File: src/rtl/pmipsl_pkg.sv
// Shared PMIPSL pipeline definitions: default datapath widths, the fetch/decode
// hand-off entry layout and the opcode field encoding decode keys on.
package pmipsl_pkg;

    localparam int unsigned PMIPSL_ADDR_W  = 16;
    localparam int unsigned PMIPSL_INSTR_W = 17;
    localparam int unsigned PMIPSL_OPC_W   = 5;

    typedef struct packed {
        logic [PMIPSL_INSTR_W-1:0] instr;
        logic [PMIPSL_ADDR_W-1:0]  pcplus;
    } fetch_entry_t;

    typedef enum logic [PMIPSL_OPC_W-1:0] {
        OpAlu  = 5'h00,
        OpAddi = 5'h01,
        OpLw   = 5'h02,
        OpSw   = 5'h03,
        OpBeq  = 5'h04,
        OpBne  = 5'h05,
        OpJmp  = 5'h06,
        OpJal  = 5'h07,
        OpJr   = 5'h08,
        OpNop  = 5'h1f
    } opcode_e;

    // Opcode lives in the top bits of the instruction word.
    function automatic opcode_e instr_opcode(input logic [PMIPSL_INSTR_W-1:0] instr);
        return opcode_e'(instr[PMIPSL_INSTR_W-1 -: PMIPSL_OPC_W]);
    endfunction

endpackage

File: src/rtl/pmipsl_fetch_fifo.sv
// Prefetch queue: synchronous FIFO with a flush that overrides push/pop in the
// same cycle, an occupancy count and a zeroed head read port when empty.
module pmipsl_fetch_fifo #(
    parameter int unsigned WIDTH = 33,
    parameter int unsigned DEPTH = 4
) (
    input  logic                       clk_i,
    input  logic                       rst_ni,
    input  logic                       flush_i,
    input  logic                       push_i,
    input  logic [WIDTH-1:0]           wdata_i,
    input  logic                       pop_i,
    output logic [WIDTH-1:0]           rdata_o,
    output logic [$clog2(DEPTH+1)-1:0] count_o,
    output logic                       full_o,
    output logic                       empty_o
);

    localparam int unsigned PTR_W = $clog2(DEPTH);
    localparam int unsigned CNT_W = $clog2(DEPTH + 1);

    logic [WIDTH-1:0] mem_q [DEPTH];
    logic [PTR_W-1:0] wr_ptr_q, wr_ptr_d;
    logic [PTR_W-1:0] rd_ptr_q, rd_ptr_d;
    logic [CNT_W-1:0] count_q, count_d;
    logic             do_push;
    logic             do_pop;

    assign empty_o = (count_q == '0);
    assign full_o  = (count_q == CNT_W'(DEPTH));

    // A push into a full queue is legal only when the head leaves in the same cycle.
    assign do_pop  = pop_i & ~empty_o & ~flush_i;
    assign do_push = push_i & (~full_o | do_pop) & ~flush_i;

    always_comb begin
        wr_ptr_d = wr_ptr_q;
        rd_ptr_d = rd_ptr_q;
        count_d  = count_q;
        if (flush_i) begin
            wr_ptr_d = '0;
            rd_ptr_d = '0;
            count_d  = '0;
        end else begin
            if (do_push) begin
                wr_ptr_d = wr_ptr_q + PTR_W'(1);
            end
            if (do_pop) begin
                rd_ptr_d = rd_ptr_q + PTR_W'(1);
            end
            case ({do_push, do_pop})
                2'b10:   count_d = count_q + CNT_W'(1);
                2'b01:   count_d = count_q - CNT_W'(1);
                default: count_d = count_q;
            endcase
        end
    end

    always_ff @(posedge clk_i or negedge rst_ni) begin
        if (!rst_ni) begin
            wr_ptr_q <= '0;
            rd_ptr_q <= '0;
            count_q  <= '0;
        end else begin
            wr_ptr_q <= wr_ptr_d;
            rd_ptr_q <= rd_ptr_d;
            count_q  <= count_d;
        end
    end

    // Storage needs no reset: the read port is masked while the queue is empty.
    always_ff @(posedge clk_i) begin
        if (do_push) begin
            mem_q[wr_ptr_q] <= wdata_i;
        end
    end

    assign rdata_o = empty_o ? '0 : mem_q[rd_ptr_q];
    assign count_o = count_q;

    a_no_overflow: assert property (@(posedge clk_i) disable iff (!rst_ni)
        !(push_i && full_o && !pop_i && !flush_i));

endmodule

File: src/rtl/pmipsl_fetch_unit.sv
// PMIPSL instruction fetch: owns the PC, requests imem and buffers
// {instr, PC+step} pairs for decode; a redirect flushes and re-steers the PC.
module pmipsl_fetch_unit
    import pmipsl_pkg::*;
#(
    parameter int unsigned        ADDR_W   = PMIPSL_ADDR_W,
    parameter int unsigned        INSTR_W  = PMIPSL_INSTR_W,
    parameter int unsigned        DEPTH    = 4,
    parameter int unsigned        PC_STEP  = 2,
    parameter logic [ADDR_W-1:0]  RESET_PC = '0
) (
    input  logic                       clk_i,
    input  logic                       rst_ni,
    output logic [ADDR_W-1:0]          imemaddr_o,
    output logic                       imemreq_o,
    input  logic                       imemready_i,
    input  logic [INSTR_W-1:0]         imemrdata_i,
    input  logic                       redirect_i,
    input  logic [ADDR_W-1:0]          redirectaddr_i,
    output logic                       idvalid_o,
    input  logic                       idready_i,
    output logic [INSTR_W-1:0]         idinstr_o,
    output logic [ADDR_W-1:0]          idpcplus_o,
    output logic [$clog2(DEPTH+1)-1:0] qcount_o
);

    localparam int unsigned ENTRY_W = INSTR_W + ADDR_W;

    logic [ADDR_W-1:0]  pc_q, pc_d;
    logic [ADDR_W-1:0]  pc_plus;
    logic               pop;
    logic               accept;
    logic               fifo_full;
    logic               fifo_empty;
    logic [ENTRY_W-1:0] head_entry;

    assign pc_plus = pc_q + ADDR_W'(PC_STEP);

    // Redirect dominates: the wrong-path head is hidden and nothing is fetched.
    assign idvalid_o  = ~fifo_empty & ~redirect_i;
    assign pop        = idvalid_o & idready_i;
    assign imemreq_o  = ~redirect_i & (~fifo_full | pop);
    assign accept     = imemreq_o & imemready_i;
    assign imemaddr_o = pc_q;

    always_comb begin
        pc_d = pc_q;
        if (redirect_i) begin
            pc_d = redirectaddr_i;
        end else if (accept) begin
            pc_d = pc_plus;
        end
    end

    always_ff @(posedge clk_i or negedge rst_ni) begin
        if (!rst_ni) begin
            pc_q <= RESET_PC;
        end else begin
            pc_q <= pc_d;
        end
    end

    pmipsl_fetch_fifo #(
        .WIDTH (ENTRY_W),
        .DEPTH (DEPTH)
    ) u_fifo (
        .clk_i   (clk_i),
        .rst_ni  (rst_ni),
        .flush_i (redirect_i),
        .push_i  (accept),
        .wdata_i ({imemrdata_i, pc_plus}),
        .pop_i   (pop),
        .rdata_o (head_entry),
        .count_o (qcount_o),
        .full_o  (fifo_full),
        .empty_o (fifo_empty)
    );

    assign {idinstr_o, idpcplus_o} = head_entry;

endmodule

File: config.mk
export PLATFORM = sky130hd
export DESIGN_NAME = pmipsl_fetch_unit
export DESIGN_NICKNAME = d
export VERILOG_FILES = /design/src/rtl/pmipsl_pkg.sv /design/src/rtl/pmipsl_fetch_fifo.sv /design/src/rtl/pmipsl_fetch_unit.sv
export SDC_FILE = /design/constraint.sdc
export NUM_CORES = 1
export LEC_CHECK = 0
export CORE_ASPECT_RATIO = 1.5
export CORE_UTILIZATION = 37
export CTS_CLUSTER_DIAMETER = 50
export DETAILED_ROUTE_END_ITERATION = 8
export PLACE_DENSITY = 0.56
export REMOVE_ABC_BUFFERS = 1
export SLEW_MARGIN = 25
export SYNTH_ARGS = -nofsm -noshare
export SYNTH_HDL_FRONTEND = slang
export SYNTH_HIERARCHICAL = 1
export SYNTH_SLANG_ARGS = --single-unit
File: constraint.sdc
create_clock -name clk_i -period 8.8 [get_ports clk_i]
set_input_delay 1.32 -clock clk_i [delete_from_list [all_inputs] [get_ports clk_i]]
set_output_delay 1.32 -clock clk_i [all_outputs]
set_load 0.03 [all_outputs]
Word-level counts from Yosys, hierarchy flattened

Memories as Yosys holds them, arrays and structs flattened.
Cells that the tools add are included.

Add/subtract/negate cells: 5
Equal/unequal tests: 3
Muxes and demuxes: 11
Bitwise logic cells: 13
Reduce and logical (&&, ||, !) cells: 5

Operators by type and width:

| cell                                                                  | number |
|---|---|
| 33-bit 2-to-1 mux                                                     | 1 |
| 16-bit 2-to-1 mux                                                     | 2 |
| 16-bit by 2-bit adder with 16-bit output, second input constant       | 1 |
| 1-bit AND                                                             | 8 |
| 2-bit 2-to-1 mux                                                      | 4 |
| 3-bit one-hot mux with 2 select lines                                 | 1 |
| 2-bit nonzero test                                                    | 3 |
| 2-bit by 1-bit adder with 2-bit output, second input constant         | 2 |
| 3-bit by 1-bit adder with 3-bit output, second input constant         | 1 |
| 3-bit equality test, second input constant                            | 1 |
| 3-bit zero test                                                       | 1 |
| 3-bit 2-to-1 mux                                                      | 1 |
| 1-bit NOT                                                             | 3 |
| 3-bit nonzero test                                                    | 1 |
| 3-bit by 1-bit subtractor with 3-bit output, second input constant    | 1 |
| 2-bit by 1-bit equality test with 1-bit output, second input constant | 1 |
| 2-bit equality test, second input constant                            | 1 |
| 1-bit 2-to-1 mux                                                      | 2 |
| 1-bit bitwise OR                                                      | 2 |

Flip-flop bits (word level): 23
RAM bits: 132
Input port bits: 38
Output and inout port bits: 54
Word-level logic and storage cells: 42
Memories kept: 1

Memories:

| name         | words | width | read ports | clocked after Yosys merged registers in | write ports | line                    | source |
|---|---|---|---|---|---|---|---|
| u_fifo.mem_q | 4     | 33    | 1          | 0                                       | 1           | pmipsl_fetch_fifo.sv:22 | `logic [WIDTH-1:0] mem_q [DEPTH];` |

Longest topological paths before layout

Gate-level depths: netlist of run 1.

Word-level depth: 12
Depth in mapped cells: 12
Gate-level depth less buffers: 10

By module

Netlist of run 1, hierarchy kept.

Modules (own cells, without submodules):

| module            | times used | cells an instance | area each (um^2) | seq. area each (um^2) |
|---|---|---|---|---|
| pmipsl_fetch_fifo | 1          | 271               | 5545.3           | 4139.0 |
| pmipsl_fetch_unit | 1          | 144               | 1296.2           | 400.4 |

Worst setup path before layout of run 1

OpenSTA, ideal clock, no wires.

Path type: input to register
Start: in redirect_i
End: reg u_fifo.count_q[2], in the netlist u_fifo/count_o[2]
Library setup time: 0.082 ns
Arrival time: 3.821 ns
Required time: 8.718 ns
Path slack: 4.897 ns
Stages: 11
Buffers on the path: 3
Cell sequence: clkbuf_1 -> clkbuf_1 -> nor2_1 -> and2_1 -> buf_6 -> o31ai_1 -> nor3_1 -> fa_1 -> or3b_1 -> or3_1 -> a31oi_1

Longest elaborated chain between the ends: 11
Elaborated cells between the ends (all ways): 16
Those cells by class: 2 x eq/ne; 2 x mux; 11 x bitwise; 1 x reduce/logical

RTL lines:

| element                                                                               | line                                             | source |
|---|---|---|
| from (decl)                                                                           | pmipsl_fetch_unit.sv:18                          | `input logic redirect_i,` |
| 1-bit NOT (*)                                                                         | pmipsl_fetch_unit.sv:40                          | `assign idvalid_o = ~fifo_empty & ~redirect_i;` |
| 1-bit AND (*)                                                                         | pmipsl_fetch_unit.sv:40                          |  |
| net idvalid_o                                                                         | pmipsl_fetch_unit.sv:20                          | `output logic idvalid_o,` |
| 1-bit AND (*)                                                                         | pmipsl_fetch_unit.sv:41                          | `assign pop = idvalid_o & idready_i;` |
| net pop                                                                               | pmipsl_fetch_unit.sv:31                          | `logic pop;` |
| 1-bit bitwise OR or 1-bit AND (tied branches)                                         | pmipsl_fetch_unit.sv:42, pmipsl_fetch_fifo.sv:33 |  |
| 1-bit AND (on tied branches)                                                          | pmipsl_fetch_unit.sv:42, pmipsl_fetch_fifo.sv:33 |  |
| 1-bit AND or 1-bit bitwise OR (tied branches)                                         | pmipsl_fetch_unit.sv:43, pmipsl_fetch_fifo.sv:34 |  |
| 1-bit AND (2 in series)                                                               | pmipsl_fetch_fifo.sv:34                          | `assign do_push = push_i & (~full_o \| do_pop) & ~flush_i;` |
| 2-bit by 1-bit equality test with 1-bit output or 2-bit equality test (tied branches) | pmipsl_fetch_fifo.sv:51                          | `case ({do_push, do_pop})` |
| 3-bit one-hot mux with 2 select lines                                                 | pmipsl_fetch_fifo.sv:51                          |  |
| 3-bit 2-to-1 mux                                                                      | pmipsl_fetch_fifo.sv:40                          | `if (flush_i) begin` |
| to (signal assigned)                                                                  | pmipsl_fetch_fifo.sv:67                          | `count_q <= count_d;` |
| to (decl)                                                                             | pmipsl_fetch_fifo.sv:25                          | `logic [CNT_W-1:0] count_q, count_d;` |

Mark *: on every way through the listed nets, which the timed path passes. The rest lies on a longest branch.
A chain may end at the register's enable or synchronous reset.

Final worst setup path of run 1

Start: in idready_i
End: mem u_fifo.mem_q[1][26], enable pin

Longest elaborated chain between the ends: 8
Elaborated cells between the ends (all ways): 11
Those cells by class: 2 x mux; 9 x bitwise

RTL lines:

| element                                | line                    | source |
|---|---|---|
| from (decl)                            | pmipsl_fetch_unit.sv:21 | `input logic idready_i,` |
| 1-bit AND                              | pmipsl_fetch_unit.sv:41 |  |
| 1-bit bitwise OR                       | pmipsl_fetch_unit.sv:42 | `assign imemreq_o = ~redirect_i & (~fifo_full \| pop);` |
| 1-bit AND                              | pmipsl_fetch_unit.sv:42 |  |
| 1-bit AND                              | pmipsl_fetch_unit.sv:43 | `assign accept = imemreq_o & imemready_i;` |
| net accept                             | pmipsl_fetch_unit.sv:32 | `logic accept;` |
| 1-bit AND (2 in series)                | pmipsl_fetch_fifo.sv:34 |  |
| 1-bit 2-to-1 mux                       | pmipsl_fetch_fifo.sv:73 | `if (do_push) begin` |
| 1-bit 2-to-1 mux (implied by the code) | pmipsl_fetch_fifo.sv:74 | `mem_q[wr_ptr_q] <= wdata_i;` |
| to (decl)                              | pmipsl_fetch_fifo.sv:22 |  |

The timed path passes the listed nets, and every way through them passes these cells.

==> results.toml, run 1 <==
[timing]
min_period_ns = 4.24
max_freq_mhz = 236
max-slew-margin-rel = 0.328
worst_pin_slew_ns = 1.01
worst_clock_skew_ns = 0.0103
slew_viol_final = 0
hold_violations = 0
fin_crit_sh = 0.481
finalSetupViolCount = 0
setup_tns_ns = 0
worst_slack_ns = 4.56
whs_ns = 0.553
rsz0062_at_grt = "no"

[floorplanning]
die_w_microns = 113
num_io_pins = 92
initial_core_util = 0.380
dieArea_sq_um = 19000
num_rows = 60
core_sq_um = 18000
die_y_microns = 169

[min_path]
hold_class = "flop to flop"
min_from = "imemaddr_o[0]"
whs_path_depth = 0
worst_hold_path.endpoint = "u_fifo/mem_q[2][0]"

[logic_synthesis]
yosysWarnings = 6
synth-edff-count = 132
synth.area.top_cells = "edfxtp_1, mux4_2, dfrtp_1"
ys_ff_latch = 155
synth_common_cells = "edfxtp_1, mux4_2, nor2b_1, dfrtp_1, nand2_1"
syn_area_sq_um = 6840
yosys.area.top_type = "edfxtp_1"
synth_ff_type = "edfxtp_1"
synth_most_common_cell = "edfxtp_1"
synth_cells = 415
ys_types = 58
ys_async_sr_fraction = 0.148
synth_top_area_frac = 0.579
avgSynthCellArea_sq_um = 16.5
synth_seq_area_share = 0.663

[setup_path]
startpoint_type = "primary input"
critPathKind = "primary input to flop"
cp.required_ns = 8.83
r2r_cells = 8
crit_path_end_kind = "flop"
reg2reg_from = "u_fifo/count_o[0]"
arrival_ns = 4.26
rr_endpoint = "u_fifo/mem_q[1][26]"
r2r_slack_ns = 4.93
worstPathMaxFanout = 33
critPathSlowestCell = "and2_2"
slowest_delay_ns = 0.85
path_cells = "clkdlybuf4s50_1, nor2b_1, o21ai_0, nor2_1, inv_1, nor3_1, and2_2"

[clock_tree]
cts.clk_slew.worst_paths_ns = 0.07
cts_buffers = 17
postCtsResizedCells = 0
cts.sinks = 155
h-tree-depth = 4
cts_hold_buf = 0
cts_tree = "done"
clk_path_buf_depth = 2
postCtsSetupRepairBufs = 0
cts-root-buf = "clkbuf_16"
clock_latency_ns = 0.41

[routing]
drc = 0
drt_iter0_drc = 150
viasPerCell = 5.10
vias = 3735
antenna_left = 0
first_pass_iters = 4
routed_wl_microns = 13100
wl_per_cell_microns = 17.9

[grt]
grt_pass1_vias = 3922
grt_max_degree = 47
grt_usage = 0.148
antenna_found_initial = 0
grt_pass1_wl_microns = 21100
grt-ovfl-total = 0

[finish]
finalInstanceArea_sq_um = 8470
num-fill-cells = 1582
layout-drive-gt1-share = 0.173
regArea_sq_um = 4540
n_antenna_cell = 0
area_growth_pct = 23.8
multiInputGateArea_sq_um = 2110
layout.nets = 546

[power_and_ir_drop]
power_density_nw_per_um2 = 197
p_leak_nw = 2.75
vdd_drop_max_mv = 0.111
power_mw = 1.67

[placement]
dp_hpwl_microns = 8340
dp_slack_ns = 4.07
post_dp_cell_area_sq_um = 7900
portBuffers = 91
gp_congestion = 0.749

[status]
status = "finished clean"

[run]
drv_cap = 0
worst max-delay path, delay by kind of cell:
family	cells	cell delay [ns]
buffers and inverters	2	0.65
AND/OR/NAND/NOR	4	1.99
AO/OA/AOI/OAI	1	0.29
layer usage:
layer | routed length (microns) | up-vias | part of all wire | track usage
met5 | 0 | - | 0 | 0
met4 | 89 | 0 | 0.0068 | 0.0555
met3 | 474 | 6 | 0.036 | 0.0304
met2 | 6960 | 78 | 0.53 | 0.261
met1 | 5560 | 1887 | 0.43 | 0.177
li1 | - | 1764 | - | -
layout by cell type, fill, tap and decap left out, drive strengths merged, types with 3 or more instances in the layout:
cell / count
clkdlybuf4s50: 91
xnor2: 15
nor4: 4
inv: 17
mux4: 33
and2b: 4
o211ai: 3
o31a: 5
dfrtp: 23
nand2: 18
ha: 5
clkbuf: 17
edfxtp: 132
o21ai: 13
nor2b: 31
nand3: 10
nor2: 13
nor3: 5
o2111ai: 3
buf: 4
nand2b: 6
clkinv: 5
a21oi: 9
clkinvlp: 3
and3: 5
xor2: 9
and2: 6
sequential cells by signal, summed over array words and instances, names as in the netlist:
| register | cells |
|---|---|
| imemaddr_o | 16 |
| u_fifo/mem_q | 132 |
| u_fifo/wr_ptr_q | 2 |
| u_fifo/rd_ptr_q | 2 |
| u_fifo/count_o | 3 |
report_power, final:
part	switching [mW]	internal, mW
clock network	0.293	0.394
logic	0.0782	0.0606
registers	0.0193	0.822
metrics by stage:
stage                     instances   util
after global placement          700  0.439
after floorplan                 388      -
after detailed placement        700  0.439
after CTS                       732  0.470
after global routing            732  0.470
final                           732  0.470
area by class of cell:
type,instances,share of cell area
Sequential cell,155,0.536
Timing Repair Buffer,95,0.111
Multi-Input combinational cell,222,0.249
Clock buffer,17,0.0502
Inverter,11,0.00488
Clock inverter,15,0.0164
Tap cell,217,0.0321
cell families after synthesis:
| group | after synthesis | synth area share |
|---|---|---|
| AND/OR/NAND/NOR | 112 | 0.105 |
| XOR/XNOR | 24 | 0.0307 |
| flip-flops | 155 | 0.663 |
| multiplexers | 35 | 0.112 |
| adder cells (fa/ha/maj) | 6 | 0.0121 |
| AO/OA/AOI/OAI | 45 | 0.0474 |
| buffers and inverters | 38 | 0.0294 |
worst max-delay path by stage:
stage,depth (start not counted),start,slack (ns),end
3_5_place_dp,7,idready_i,4.07,u_fifo/mem_q[0][24]
4_1_cts,7,idready_i,4.51,u_fifo/mem_q[0][8]
2_1_floorplan,9,u_fifo/count_o[2],4.84,u_fifo/count_o[2]
6_report,7,idready_i,4.56,u_fifo/mem_q[1][26]
5_1_grt,7,idready_i,4.24,u_fifo/mem_q[2][11]
3_3_place_gp,7,idready_i,4.25,u_fifo/mem_q[0][24]
No activity file was read; power rests on OpenSTA's default activity.
==> run 2, diff against run 1 <==
Settings changed: PLACE_DENSITY 0.56 to 0.59.
Clock period 8.8 ns to 3.6 ns, I/O delays scaled along.
==> run 2 against run 1 <==
Via count rose by 1.3%. First-iteration DRC count rose by 15%. Utilization rose by 0.82 points. Sequential power rose by 140%. Power rose by 140%. Clock power rose by 140%. Setup slack got worse by 4.2 ns. Worst hold slack got worse by 0.44 ns. Flip-flop and latch count did not move. Global-route usage rose by 0.13 points. Routed wire length rose by 2.9%. Critical path type is now flop to flop. Critical endpoint is now u_fifo/count_o[2]. Largest cell class unchanged. Highest routed layer unchanged.
==> results.toml, run 2 (same netlist as run 1, synthesis figures left out) <==
[grt]
grt_pass1_vias = 3912
grt_max_degree = 34
grt_pass1_wl_microns = 21100
grt-ovfl-total = 0
antenna_found_initial = 0
grt_usage = 0.149

[routing]
routed_wl_microns = 13500
antenna_left = 0
vias = 3783
drt_iter0_drc = 172
drc = 0
first_pass_iters = 4
wl_per_cell_microns = 18.1
viasPerCell = 5.08

[clock_tree]
postCtsSetupRepairBufs = 0
clk_path_buf_depth = 2
cts_tree = "done"
cts_buffers = 17
cts.sinks = 155
h-tree-depth = 4
cts-root-buf = "clkbuf_16"
cts_hold_buf = 0
clock_latency_ns = 0.41
cts.clk_slew.worst_paths_ns = 0.06
postCtsResizedCells = 0

[power_and_ir_drop]
p_leak_nw = 2.83
vdd_drop_max_mv = 0.293
power_mw = 4.08
power_density_nw_per_um2 = 474

[finish]
layout-drive-gt1-share = 0.192
stdcell_count = 744
finalInstanceArea_sq_um = 8610
largest_reg_flops = 132
area_growth_pct = 25.9
final_cell_mix = "edfxtp_1, clkdlybuf4s50_1, mux4_2"
final_common_cell = "edfxtp_1"
utilization = 0.478
n_antenna_cell = 0
layout.nets = 558
largest_register = "u_fifo/mem_q"

[placement]
post_dp_cell_area_sq_um = 8050
gp_congestion = 0.807
dp_hpwl_microns = 9100
placed_cells = 712
portBuffers = 91

[timing]
whs_ns = 0.117
slew_viol_final = 0
worst_clock_skew_ns = 0.00664
hold_violations = 0
min_period_ns = 3.21
max_freq_mhz = 312
worst_pin_slew_ns = 0.753
rsz0062_at_grt = "no"
max-slew-margin-rel = 0.493
fin_crit_sh = 0.891
finalSetupViolCount = 0

[setup_path]
slowest_delay_ns = 0.63
critPathSlowestCell = "o21ai_0"
crit_path_end_kind = "flop"
critPathKind = "flop to flop"
cp.required_ns = 3.93
arrival_ns = 3.54
path_cells = "nor2_1, and2_1, inv_1, o21ai_0, nor2_1, buf_4, or3b_1, or3_1, a31oi_1"
startpoint_type = "flop"
crit_top_cell = "nor2_1"
worstPathMaxFanout = 11

[floorplanning]
core_sq_um = 18000
num_rows = 60
dieArea_sq_um = 19000
num_io_pins = 92
die_y_microns = 169
die_w_microns = 113
initial_core_util = 0.380

[status]
status = "finished clean"

[min_path]
hold_class = "primary input to asynchronous set/reset pin"

[run]
drv_cap = 0
==> run 2: cell types whose count changed in the layout (fill, tap and decap cells not counted) <==
cell / change
buf_4: +7
buf_12: +5
buf_2: +1
clkdlybuf4s50_1: -1
clkinv_1: +1
clkinv_2: -1
clkinv_4: +1
clkinvlp_4: -1
==> run 2: layout make-up <==
| class | instances | area (sq um) |
|---|---|---|
| Inverter | 11 | 41.3 |
| Clock inverter | 15 | 139 |
| Fill cell | 1566 | 9400 |
| Tap cell | 217 | 272 |
| Sequential cell | 155 | 4540 |
| Multi-Input combinational cell | 222 | 2110 |
| Timing Repair Buffer | 107 | 1090 |
| Clock buffer | 17 | 425 |
==> run 2: path summary, 6_finish.rpt <==
| check | from | to | slack (ns) | cells after the start |
|---|---|---|---|---|
| setup / recovery | u_fifo/count_o[0] | u_fifo/count_o[2] | 0.39 | 9 |
| setup reg to reg | u_fifo/count_o[0] | u_fifo/count_o[2] | 0.39 | 9 |
| hold reg to reg | imemaddr_o[0] | u_fifo/mem_q[2][0] | 0.56 | 0 |
| max in group asynchronous | rst_ni | u_fifo/rd_ptr_q[0] | 3.06 | 1 |
| hold / removal | rst_ni | imemaddr_o[14] | 0.12 | 1 |
| min in group clk_i | imemaddr_o[0] | u_fifo/mem_q[2][0] | 0.56 | 0 |
==> run 2: worst max-delay path: cells and delay by family, from the launching register on <==
kind / cells / cell delay, ns
and+or+nand+nor: 5 / 1.47
AOI/OAI and AO/OA: 2 / 0.79
DFF: 1 / 0.53
buffers and inverters: 2 / 0.33
==> run 2: where the power goes <==
part,switching (mW),internal (mW)
clock network,0.713,0.963
registers,0.0479,2.01
logic,0.194,0.153
==> run 2: per-stage QoR <==
step | setup slack (ns) | TNS [ns]
4_1_cts | 0.374 | 0
2_1_floorplan | -0.364 | -19.01
5_1_grt | 0.153 | 0
6_report | 0.394 | 0
3_3_place_gp | 0.335 | 0
3_5_place_dp | 0.270 | 0
==> run 2: metal layers <==
metal  part of all wire  vias to the layer above  global-route usage
met2               0.54                       96               0.267
met1               0.40                     1895               0.177
met3              0.048                       10              0.0337
met4             0.0099                        0              0.0481
li1                   -                     1782                   -
met5                  0                        -                   0
==> run 3, diff against run 2 <==
Settings changed: GPL_ROUTABILITY_DRIVEN from default to 0.
==> results of run 3 <==
Final layout, timing and power as in run 2 (identical DEF).
